[src/rtl/spi_slave.sv]
// SPI mode-0 target (MSB first, 8-bit frames) behind the IPIF user-logic register port.
// SCK/MOSI/CSN are oversampled in Bus2IP_Clk; single-entry TX/RX buffers with overrun and irq.
//
// state  | meaning
// IDLE   | CSN high, miso driven low and not enabled
// ACTIVE | CSN low, shifting bytes; miso carries tx_shift[7]
module spi_slave #(
   parameter int C_NUM_REG    = 3,
   parameter int C_SLV_DWIDTH = 32
) (
   input  logic                        Bus2IP_Clk,
   input  logic                        Bus2IP_Resetn,
   input  logic [C_SLV_DWIDTH-1:0]     Bus2IP_Data,
   input  logic [C_SLV_DWIDTH/8-1:0]   Bus2IP_BE,
   input  logic [C_NUM_REG-1:0]        Bus2IP_RdCE,
   input  logic [C_NUM_REG-1:0]        Bus2IP_WrCE,
   output logic [C_SLV_DWIDTH-1:0]     IP2Bus_Data,
   output logic                        IP2Bus_RdAck,
   output logic                        IP2Bus_WrAck,
   output logic                        IP2Bus_Error,
   input  logic                        sck,
   input  logic                        mosi,
   input  logic                        csn,
   output logic                        miso,
   output logic                        miso_oe,
   output logic                        irq
);

   typedef enum logic {IDLE = 1'b0, ACTIVE = 1'b1} state_t;

   state_t      state_q, state_d;
   logic [2:0]  sck_q, csn_q;
   logic [1:0]  mosi_q;
   logic [7:0]  tx_buf_q, tx_buf_d, rx_buf_q, rx_buf_d;
   logic [7:0]  tx_shift_q, tx_shift_d, rx_shift_q, rx_shift_d;
   logic [2:0]  bit_cnt_q, bit_cnt_d;
   logic        tx_full_q, tx_full_d, rx_valid_q, rx_valid_d;
   logic        overrun_q, overrun_d, irq_en_q, irq_en_d;
   logic        miso_q, miso_d, miso_oe_q, miso_oe_d, irq_q, irq_d;
   logic        sck_rise, sck_fall, cs_fall, cs_rise;
   logic        wr_tx, wr_ctrl, rd_rx, byte_done;
   logic [7:0]  rx_next;
   logic        unused_bits;

   // stage [1] is the synchronized level, stage [2] is the delayed copy for edge detect
   assign sck_rise =  sck_q[1] & ~sck_q[2];
   assign sck_fall = ~sck_q[1] &  sck_q[2];
   assign cs_fall  = ~csn_q[1] &  csn_q[2];
   assign cs_rise  =  csn_q[1] & ~csn_q[2];

   assign wr_tx   = Bus2IP_WrCE[2] & Bus2IP_BE[0];
   assign wr_ctrl = Bus2IP_WrCE[0] & Bus2IP_BE[0];
   assign rd_rx   = Bus2IP_RdCE[1];

   always_ff @(posedge Bus2IP_Clk or negedge Bus2IP_Resetn) begin
      if (!Bus2IP_Resetn) begin
         sck_q      <= 3'b000;
         csn_q      <= 3'b111;
         mosi_q     <= 2'b00;
         state_q    <= IDLE;
         tx_buf_q   <= 8'h00;
         rx_buf_q   <= 8'h00;
         tx_shift_q <= 8'h00;
         rx_shift_q <= 8'h00;
         bit_cnt_q  <= 3'd0;
         tx_full_q  <= 1'b0;
         rx_valid_q <= 1'b0;
         overrun_q  <= 1'b0;
         irq_en_q   <= 1'b0;
         miso_q     <= 1'b0;
         miso_oe_q  <= 1'b0;
         irq_q      <= 1'b0;
      end else begin
         sck_q      <= {sck_q[1:0], sck};
         csn_q      <= {csn_q[1:0], csn};
         mosi_q     <= {mosi_q[0], mosi};
         state_q    <= state_d;
         tx_buf_q   <= tx_buf_d;
         rx_buf_q   <= rx_buf_d;
         tx_shift_q <= tx_shift_d;
         rx_shift_q <= rx_shift_d;
         bit_cnt_q  <= bit_cnt_d;
         tx_full_q  <= tx_full_d;
         rx_valid_q <= rx_valid_d;
         overrun_q  <= overrun_d;
         irq_en_q   <= irq_en_d;
         miso_q     <= miso_d;
         miso_oe_q  <= miso_oe_d;
         irq_q      <= irq_d;
      end
   end

   always_comb begin
      state_d    = state_q;
      tx_buf_d   = tx_buf_q;
      rx_buf_d   = rx_buf_q;
      tx_shift_d = tx_shift_q;
      rx_shift_d = rx_shift_q;
      bit_cnt_d  = bit_cnt_q;
      tx_full_d  = tx_full_q;
      rx_valid_d = rx_valid_q;
      overrun_d  = overrun_q;
      irq_en_d   = irq_en_q;
      byte_done  = 1'b0;
      rx_next    = {rx_shift_q[6:0], mosi_q[1]};

      if (cs_rise) begin
         state_d   = IDLE;
         bit_cnt_d = 3'd0;
      end else begin
         case (state_q)
            IDLE: begin
               if (cs_fall) begin
                  state_d    = ACTIVE;
                  tx_shift_d = tx_full_q ? tx_buf_q : 8'h00;
                  tx_full_d  = 1'b0;
                  bit_cnt_d  = 3'd0;
               end
            end
            ACTIVE: begin
               if (sck_rise) begin
                  rx_shift_d = rx_next;
                  if (bit_cnt_q == 3'd7) begin
                     byte_done  = 1'b1;
                     rx_buf_d   = rx_next;
                     tx_shift_d = tx_full_q ? tx_buf_q : 8'h00;
                     tx_full_d  = 1'b0;
                     bit_cnt_d  = 3'd0;
                  end else begin
                     bit_cnt_d = bit_cnt_q + 3'd1;
                  end
               end else if (sck_fall && bit_cnt_q != 3'd0) begin
                  // no shift on the fall before the first rise keeps a fresh MSB on the line
                  tx_shift_d = {tx_shift_q[6:0], 1'b0};
               end
            end
            default: state_d = IDLE;
         endcase
      end

      if (rd_rx)
         rx_valid_d = 1'b0;
      if (wr_ctrl) begin
         irq_en_d = Bus2IP_Data[0];
         if (Bus2IP_Data[1])
            overrun_d = 1'b0;
      end
      // a completing byte wins over both the read-clear and the overrun-clear
      if (byte_done) begin
         rx_valid_d = 1'b1;
         if (rx_valid_q && !rd_rx)
            overrun_d = 1'b1;
      end
      if (wr_tx) begin
         tx_buf_d  = Bus2IP_Data[7:0];
         tx_full_d = 1'b1;
      end

      miso_d    = (state_q == ACTIVE) & tx_shift_q[7];
      miso_oe_d = (state_q == ACTIVE);
      irq_d     = byte_done & irq_en_q;
   end

   always_comb begin
      IP2Bus_Data = '0;
      if (Bus2IP_RdCE[2])
         IP2Bus_Data = IP2Bus_Data | {{(C_SLV_DWIDTH-9){1'b0}}, tx_full_q, tx_buf_q};
      if (Bus2IP_RdCE[1])
         IP2Bus_Data = IP2Bus_Data | {{(C_SLV_DWIDTH-10){1'b0}}, overrun_q, rx_valid_q, rx_buf_q};
      if (Bus2IP_RdCE[0])
         IP2Bus_Data = IP2Bus_Data | {{(C_SLV_DWIDTH-1){1'b0}}, irq_en_q};
   end

   assign IP2Bus_RdAck = |Bus2IP_RdCE;
   assign IP2Bus_WrAck = |Bus2IP_WrCE;
   assign IP2Bus_Error = 1'b0;
   assign miso         = miso_q;
   assign miso_oe      = miso_oe_q;
   assign irq          = irq_q;

   assign unused_bits = ^{Bus2IP_Data[C_SLV_DWIDTH-1:8], Bus2IP_Data[7:2], Bus2IP_BE[C_SLV_DWIDTH/8-1:1]};

endmodule
[config.mk]
export PLATFORM = sky130hd
export DESIGN_NAME = spi_slave
export DESIGN_NICKNAME = d
export VERILOG_FILES = /design/src/rtl/spi_slave.sv
export SDC_FILE = /design/constraint.sdc
export NUM_CORES = 1
export LEC_CHECK = 0
export ABC_AREA = 1
export CORE_MARGIN = 5
export CORE_UTILIZATION = 50
export CTS_BUF_LIST = sky130_fd_sc_hd__clkbuf_8
export DETAILED_ROUTE_END_ITERATION = 12
export PLACE_DENSITY = 0.86
export SLEW_MARGIN = 20
export SYNTH_ARGS = -nofsm -noshare
export SYNTH_HDL_FRONTEND = slang
export SYNTH_SLANG_ARGS = --single-unit
[constraint.sdc]
create_clock -name Bus2IP_Clk -period 3.8 [get_ports Bus2IP_Clk]
set_input_delay 1.14 -clock Bus2IP_Clk [delete_from_list [all_inputs] [get_ports Bus2IP_Clk]]
set_output_delay 1.14 -clock Bus2IP_Clk [all_outputs]
set_load 0.05 [all_outputs]
Yosys cells after proc, flatten, opt, wreduce, memory -nomap -nowiden

Index checks and enable logic that the tools add are counted.
W data, S select, Z words.

Register bits: 50
Bits in latches: 0
Bits in writable memories: 0
Memory bits (read-only): 0
Bits of input ports: 47
Logic and storage cells: 88
Memories: 0

Add/sub/neg operators: 1
$mul: 0
Divide/modulo/power cells: 0
Order comparisons: 0
Equality and inequality tests: 10
Shift operators: 0
Multiplexer cells: 33
Bitwise logic cells: 16
Reductions and logical operators: 12

Operator list:

| cell                  | count |
|---|---|
| $mux W32              | 2 |
| $mux W8               | 5 |
| $or A32 B1 Y32        | 1 |
| $mux W1               | 18 |
| $pmux W8 S2           | 1 |
| $mux W3               | 4 |
| $ne A3 B1 Y1 const B  | 4 |
| $reduce_and A4 Y1     | 3 |
| $or A9 B10 Y10        | 1 |
| $mux W9               | 1 |
| $and A1 B1 Y1         | 8 |
| $ne A3 B3 Y1 const B  | 2 |
| $not A1 Y1            | 6 |
| $pmux W3 S2           | 1 |
| $reduce_or A3 Y1      | 2 |
| $add A3 B1 Y3 const B | 1 |
| $eq A3 B3 Y1 const B  | 1 |
| $ne A3 B2 Y1 const B  | 1 |
| $reduce_and A3 Y1     | 1 |
| $reduce_bool A3 Y1    | 1 |
| $logic_and A1 B1 Y1   | 2 |
| $ne A2 B1 Y1 const B  | 1 |
| $ne A2 B2 Y1 const B  | 1 |
| $pmux W1 S2           | 1 |
| other kinds (3)       | 3 |

Longest topological paths before layout

Gate-level depths: netlist of the first run.

Depth in word-level cells: 6
Gate-level depth with buffers: 9
Gate-level depth less buffers: 9

Worst setup path after synthesis of the first run

OpenSTA, ideal clock, no wires.

Kind: input port to output port
Start: in Bus2IP_RdCE[1]
End: out IP2Bus_Data[2]
Arrival time: 2.588 ns
Required time: 2.660 ns
Path slack: 0.072 ns
Stages: 3
Path buffers: 1
Path through: clkbuf_1 inv_1 o21ai_0

Word-level cells in the longest chain between the ends: 3

RTL lines:

| element            | RTL line | text |
|---|---|---|
| start: declaration | 15       | `input logic [C_NUM_REG-1:0] Bus2IP_RdCE,` |
| $mux W32 (*)       | 168      | `if (Bus2IP_RdCE[1])` |
| $or A32 B1 Y32     | 171      | `IP2Bus_Data = IP2Bus_Data \| {{(C_SLV_DWIDTH-1){1'b0}}, irq_en_q};` |
| $mux W32 (*)       | 170      | `if (Bus2IP_RdCE[0])` |
| end: declaration   | 17       | `output logic [C_SLV_DWIDTH-1:0] IP2Bus_Data,` |

Mark *: on every way between the ends. The rest lies on a longest branch, timed or not.

Worst setup path in the final report of the first run

Start: in Bus2IP_RdCE[2]
End: out IP2Bus_Data[0]

Word-level cells in the longest chain between the ends: 5

RTL lines:

| element        | RTL line | text |
|---|---|---|
| $mux W9 (*)    | 166      | `if (Bus2IP_RdCE[2])` |
| $or A9 B10 Y10 | 169      | `IP2Bus_Data = IP2Bus_Data \| {{(C_SLV_DWIDTH-10){1'b0}}, overrun_q, rx_valid_q, rx_buf_q};` |
| $mux W32 (*)   | 168      |  |
| $or A32 B1 Y32 | 171      |  |
| $mux W32 (*)   | 170      |  |

Marks and branches as above.

==> results of run 1 <==
==> worst max-delay path: cells and delay by family <==
family	cells	cell delay, ns
AOI/OAI and AO/OA	2	0.43
buffers and inverters	2	0.77
==> path summary, 6_finish.rpt <==
path	slack, ns	start	to	cells after the start
max in group asynchronous	2.39	Bus2IP_Resetn	csn_q[2]	2
setup / recovery	0.31	Bus2IP_RdCE[2]	IP2Bus_Data[0]	4
min in group asynchronous	0.82	Bus2IP_Resetn	irq_en_q	1
hold / removal	0.36	sck_q[0]	sck_q[1]	0
setup reg to reg	2.03	csn_q[2]	rx_buf_q[7]	7
hold reg to reg	0.36	sck_q[0]	sck_q[1]	0
==> flip-flops by register name (all words and copies together), names as in the netlist <==
register / flops
mosi_q: 2
rx_valid_q: 1
miso: 1
sck_q: 3
csn_q: 3
bit_cnt_q: 3
tx_shift_q: 8
irq: 1
rx_buf_q: 8
tx_buf_q: 8
miso_oe_d: 1
overrun_q: 1
tx_full_q: 1
irq_en_q: 1
miso_oe: 1
rx_shift_q: 7
==> synthesized netlist by cell type (all sizes together) <==
library cell,instances,area (um2)
nand2,108,422.9
dfrtp,47,1176
inv,32,120.1
buf,29,227.7
o21ai,22,128.9
nor2,19,96.34
nand3b,7,52.55
mux2,6,67.56
ha,5,62.56
nand3,5,37.54
a21oi,3,18.77
clkbuf,3,11.26
dfstp,3,78.83
nand4,2,27.53
a22oi,1,7.510
clkinv,1,3.750
conb,1,3.750
nor3,1,5.000
or3,1,6.260
==> stage by stage <==
step | std cells | total power (uW) | setup WS (ns) | hold WS, ns | instance area (um2)
2_1_floorplan | 318 | 976.4 | 0.07162 | 0.3312 | 2638
3_5_place_dp | 392 | 1089 | 0.3136 | 0.3370 | 2944
6_report | 400 | 1454 | 0.3097 | 0.3590 | 3055
4_1_cts | 400 | 1461 | 0.2868 | 0.3603 | 3053
5_1_grt | 400 | 1537 | 0.2164 | 0.3626 | 3055
3_3_place_gp | 392 | 1074 | 0.3336 | 0.3371 | 2944
==> final cells by class <==
type,instances,area [um2]
Fill cell,423,1987
Sequential cell,50,1255
Clock buffer,5,68.82
Multi-Input combinational cell,203,1020
Inverter,33,123.9
Clock inverter,3,40.04
Timing Repair Buffer,36,460.4
Tap cell,70,87.58
==> layout by cell type, fill, tap and decap left out, types with 2 or more instances in the layout <==
cell type	netlist	routed
mux2_2	6	6
dfrtp_1	47	47
o21ai_0	13	13
dfstp_2	3	3
clkdlybuf4s50_1	0	21
nand3b_1	7	7
o21ai_1	4	4
clkinv_2	0	2
a21oi_1	2	2
buf_12	0	11
conb_1	1	23
nand2_4	2	2
nand3_1	4	4
nor2_4	3	3
buf_4	23	4
ha_1	5	5
clkbuf_8	0	5
o21ai_2	5	5
inv_2	2	2
nand2_1	105	105
nor2_1	15	15
inv_1	30	30
==> metal layers <==
layer	vias to the layer above	track usage (%)	wire, um
met3	8	3.728	268
met1	892	20.23	2073
met2	55	28.34	2554
met4	0	6.250	81
met5	-	0	0
li1	920	-	-
==> report_power, final <==
part           leakage (uW)  internal, uW  switching (uW)  total, uW
sequential         0.000626           618            62.6        681
clock             0.0000579           194             177        371
combinational      0.000915           148             254        402
total               0.00160           960             493       1450
==> kinds of logic (layout without fill, tap and decap cells) <==
logic type | count (synthesis) | in the layout | synth area share [%]
compound gates | 26 | 26 | 6.073
fa+ha+maj | 5 | 5 | 2.449
buf+inv | 65 | 77 | 14.20
flops | 50 | 50 | 49.12
mux | 6 | 6 | 2.644
other cells | 1 | 23 | 0.1468
simple gates | 143 | 143 | 25.37
==> metrics.csv, run 1 <==
stage;metric;value;unit
global_routing;grt_pass1_wl;8362;um
worst_hold_path;hold_path_class;reg2reg;
critical_path;worstSetupStartpointType;primary input;
timing;fmax;0.2865;GHz
place;io_buffers;34;
critical_path;crit_slowest_cell;clkdlybuf4s50_1;
die;rows;26;
drt;wire_per_inst;12.44;um
drt;drt-pass1-iter-count;4;
synth;yosysWarningCount;0;
clock_network;postCtsSetupRepairBufs;0;
cells_and_area;fin_util;60.60;%
cells_and_area;fin_nets;381;
clock_network;cts_hold_buf;0;
timing;final.setup_skew;0.005530;ns
die;initial_core_util;50.67;%
timing;period_share;91.85;%
cells_and_area;diodes;0;
synth;yosys_register_bits;50;
drt;vias;1875;
global_routing;grt_max_degree;49;
drt;drtIter0Drc;143;
pwr;irDropWorstVdd;0.3029;mV
die;die_w;81.49;um
place;dp_hpwl;3691;um
job;cap_violations;0;
timing;finalSetupViolations;0;
pwr;powerDensity;475.7;nW/um2
timing;rsz0062_at_grt;no;
place;place.gp.congestion;0.8551;
global_routing;grt_pass1_vias;1856;
timing;tightest_slew;0.7151;ns
outcome;status;complete, no violations;
pwr;p_leak;0.001598;uW
critical_path;critPathRequiredTime;2.66;ns
clock_network;root_buffer;clkbuf_8;
timing;drv_slew;0;
drt;routed_wl;4977;um
synth;synthCells;296;
synth;synth.avg_cell_area;8.632;um2
clock_network;htree_levels;2;
clock_network;cts.sinks;50;
critical_path;arrival;2.35;ns
critical_path;setup.worst_path.class;in2out;
critical_path;cp_slowest_stage_delay;0.58;ns
clock_network;cts_tree;yes;
drt;vias_per_cell;4.688;
synth;ys_types;31;
clock_network;cts_buffers;5;
timing;period_needed;3.490;ns
timing;slew_headroom;52.32;%
clock_network;clock_latency;0.31;ns
global_routing;grtUsageTotal;16.52;%
synth;synth_area;2555;um2
drt;drc;0;
synth;ys_seq_area_share;49.12;%
die;num_io_pins;85;
global_routing;gr-total-overflow;0;
critical_path;crit_path_max_fanout;10;
die;dieArea;6640;um2
cells_and_area;areaGrowthSynthToFinish;19.59;%
clock_network;clockBufferDepth;2;
critical_path;end_kind;primary output;
drt;drtAntennaViolNets;0;
clock_network;cts_resized;0;
die;core;5042;um2
timing;hold_violations;0;
timing;fin_setup_tns;0;ns
die;die_height;81.49;um
clock_network;path_clk_slew;0.08;ns
critical_path;path_cells;clkdlybuf4s50_1 > a22oi_1 > o21ai_0 > buf_12;
cells_and_area;post_route_cells_drive_above_1_share;14.85;%
global_routing;antenna_found_initial;0;
(Power assumes the default switching activity.)
==> run 2, diff against run 1 <==
ABC_AREA = unset   (was 1)
CORE_UTILIZATION = 49   (was 50)
PLACE_DENSITY = 0.87   (was 0.86)
==> metrics.csv, run 2 <==
stage;metric;value;unit
timing;hold_violations;0;
global_routing;grt_pass1_wl;7093;um
synth;netlist.area_leader.share;50.81;%
outcome;status;complete, no violations;
drt;vias;1462;
drt;wire_per_inst;15.00;um
die;rows;25;
timing;drv_slew;0;
critical_path;critPathRequiredTime;2.66;ns
cells_and_area;diodes;0;
synth;ys_types;32;
critical_path;end_kind;primary output;
drt;drtAntennaViolNets;0;
critical_path;reg2reg_depth;5;
die;initial_core_util;49.66;%
synth;ys_seq_area_share;54.22;%
timing;period_share;92.51;%
global_routing;antenna_found_initial;0;
job;cap_violations;0;
synth;synthFlopType;dfrtp_1;
cells_and_area;post_route_cells_drive_above_1_share;12.44;%
global_routing;gr-total-overflow;0;
cells_and_area;ff_latch_area;1255;um2
clock_network;clock_latency;0.30;ns
die;num_io_pins;85;
critical_path;crit_path_max_fanout;11;
drt;drtIter0Drc;52;
timing;setup_slack;0.2847;ns
die;die_height;78.73;um
synth;async_flop_share;100.0;%
pwr;irDropWorstVdd;0.3931;mV
clock_network;cts_tree;yes;
die;die_w;78.73;um
synth;synthCells;188;
timing;fmax;0.2845;GHz
cells_and_area;fin_util;59.95;%
critical_path;worstSetupStartpointType;primary input;
clock_network;cts_buffers;5;
synth;synth.avg_cell_area;12.31;um2
clock_network;htree_levels;2;
cells_and_area;multiInputGateArea;914.6;um2
cells_and_area;fin_nets;276;
die;core;4661;um2
timing;fin_setup_tns;0;ns
pwr;power;1316;uW
synth;yosysWarningCount;0;
synth;synth_area;2315;um2
timing;rsz0062_at_grt;no;
synth;synth.most_common_cell;dfrtp_1;
global_routing;grt_pass1_vias;1520;
place;place.gp.congestion;0.8445;
drt;drt-pass1-iter-count;4;
worst_hold_path;hold_depth;0;
clock_network;cts_hold_buf;0;
drt;vias_per_cell;5.240;
clock_network;path_clk_slew;0.09;ns
timing;slew_headroom;38.92;%
global_routing;grt_max_degree;51;
place;dp_worst_setup_slack;0.2726;ns
cells_and_area;fillers;368;
clock_network;cts_resized;0;
pwr;powerDensity;471.0;nW/um2
timing;period_needed;3.515;ns
synth;yosys_register_bits;50;
die;dieArea;6198;um2
place;dp_hpwl;3148;um
clock_network;postCtsSetupRepairBufs;0;
worst_hold_path;hold_path_class;reg2reg;
cells_and_area;reg_top3;rx_buf_q (8), tx_buf_q (8), tx_shift_q (8);
place;io_buffers;34;
synth;ys_top_cells_by_area;dfrtp_1, mux2_1, buf_4;
critical_path;setup.worst_path.class;in2out;
timing;finalSetupViolations;0;
drt;drc;0;
clock_network;root_buffer;clkbuf_8;
timing;final.setup_skew;0.005485;ns
critical_path;arrival;2.38;ns
drt;routed_wl;4185;um
cells_and_area;final_common_cell;dfrtp_1;
synth;ys_top_cells_by_count;dfrtp_1, mux2_1, buf_4;
pwr;p_leak;0.001342;uW
cells_and_area;final_cell_mix;dfrtp_1, mux2_1, conb_1;
clock_network;clockBufferDepth;2;
synth;synth-edff-count;0;
cells_and_area;areaGrowthSynthToFinish;20.70;%
global_routing;grtUsageTotal;14.73;%
timing;tightest_slew;0.9128;ns
clock_network;cts.sinks;50;
synth;yosysTopAreaCell;dfrtp_1;
==> run 2: changes by cell type after synthesis, moves of 6 or more <==
| cell | delta |
|---|---|
| nand2_1 | -95 |
| mux2_1 | +31 |
| a22o_1 | +10 |
| nor2_1 | -11 |
| inv_1 | -22 |
| o21ai_0 | -6 |
==> run 2: per-layer routing <==
metal  vias to the layer above  wire length [um]  track usage, %
li1                        673                 -               -
met1                       731              1741           17.64
met2                        50              2129           24.96
met3                         8               247           4.082
met4                         0                65           6.119
met5                         -                 0               0
==> run 2: metrics by stage <==
step,hold slack (ns),instances,area [um2]
after floorplan,0.3312,210,2397
after global placement,0.3340,271,2700
after detailed placement,0.3389,271,2700
after CTS,0.3596,279,2791
after global routing,0.3615,279,2794
final,0.3603,279,2794
==> run 2: cell families after synthesis <==
group	after synthesis	synth area share, %
other cells	1	0.1620
compound gates	25	8.649
flops	50	54.22
mux	33	16.00
simple gates	37	8.433
fa+ha+maj	5	2.703
buf+inv	37	9.838
==> run 2: power by group <==
group	internal, uW	total [uW]	leakage [uW]	switching (uW)
combinational	137	324	0.000656	187
sequential	621	684	0.000633	63.0
clock	144	308	0.0000524	164
total	902	1320	0.00134	414
==> run 2: layout make-up <==
cell class              count  share of cell area, %
flip-flops and latches     50                  44.92
multi-input cells         123                  32.74
inverters                   8                  1.075
clock buffers               6                  2.956
well taps                  54                  2.418
clock inverters             2                 0.3135
repair buffers             36                  15.58
==> run 2: path summary, 6_finish.rpt <==
check | slack, ns | start | end
setup / recovery | 0.28 | Bus2IP_RdCE[1] | IP2Bus_Data[0]
hold / removal | 0.36 | csn_q[0] | csn_q[1]
setup reg to reg | 1.52 | csn_q[2] | rx_buf_q[0]
hold reg to reg | 0.36 | csn_q[0] | csn_q[1]
max in group asynchronous | 2.55 | Bus2IP_Resetn | rx_buf_q[4]
min in group asynchronous | 0.85 | Bus2IP_Resetn | rx_valid_q
==> run 2: critical path: stages <==
cell,delay (ns)
clkdlybuf4s50_1,0.61
a222oi_1,0.34
inv_1,0.09
buf_4,0.20
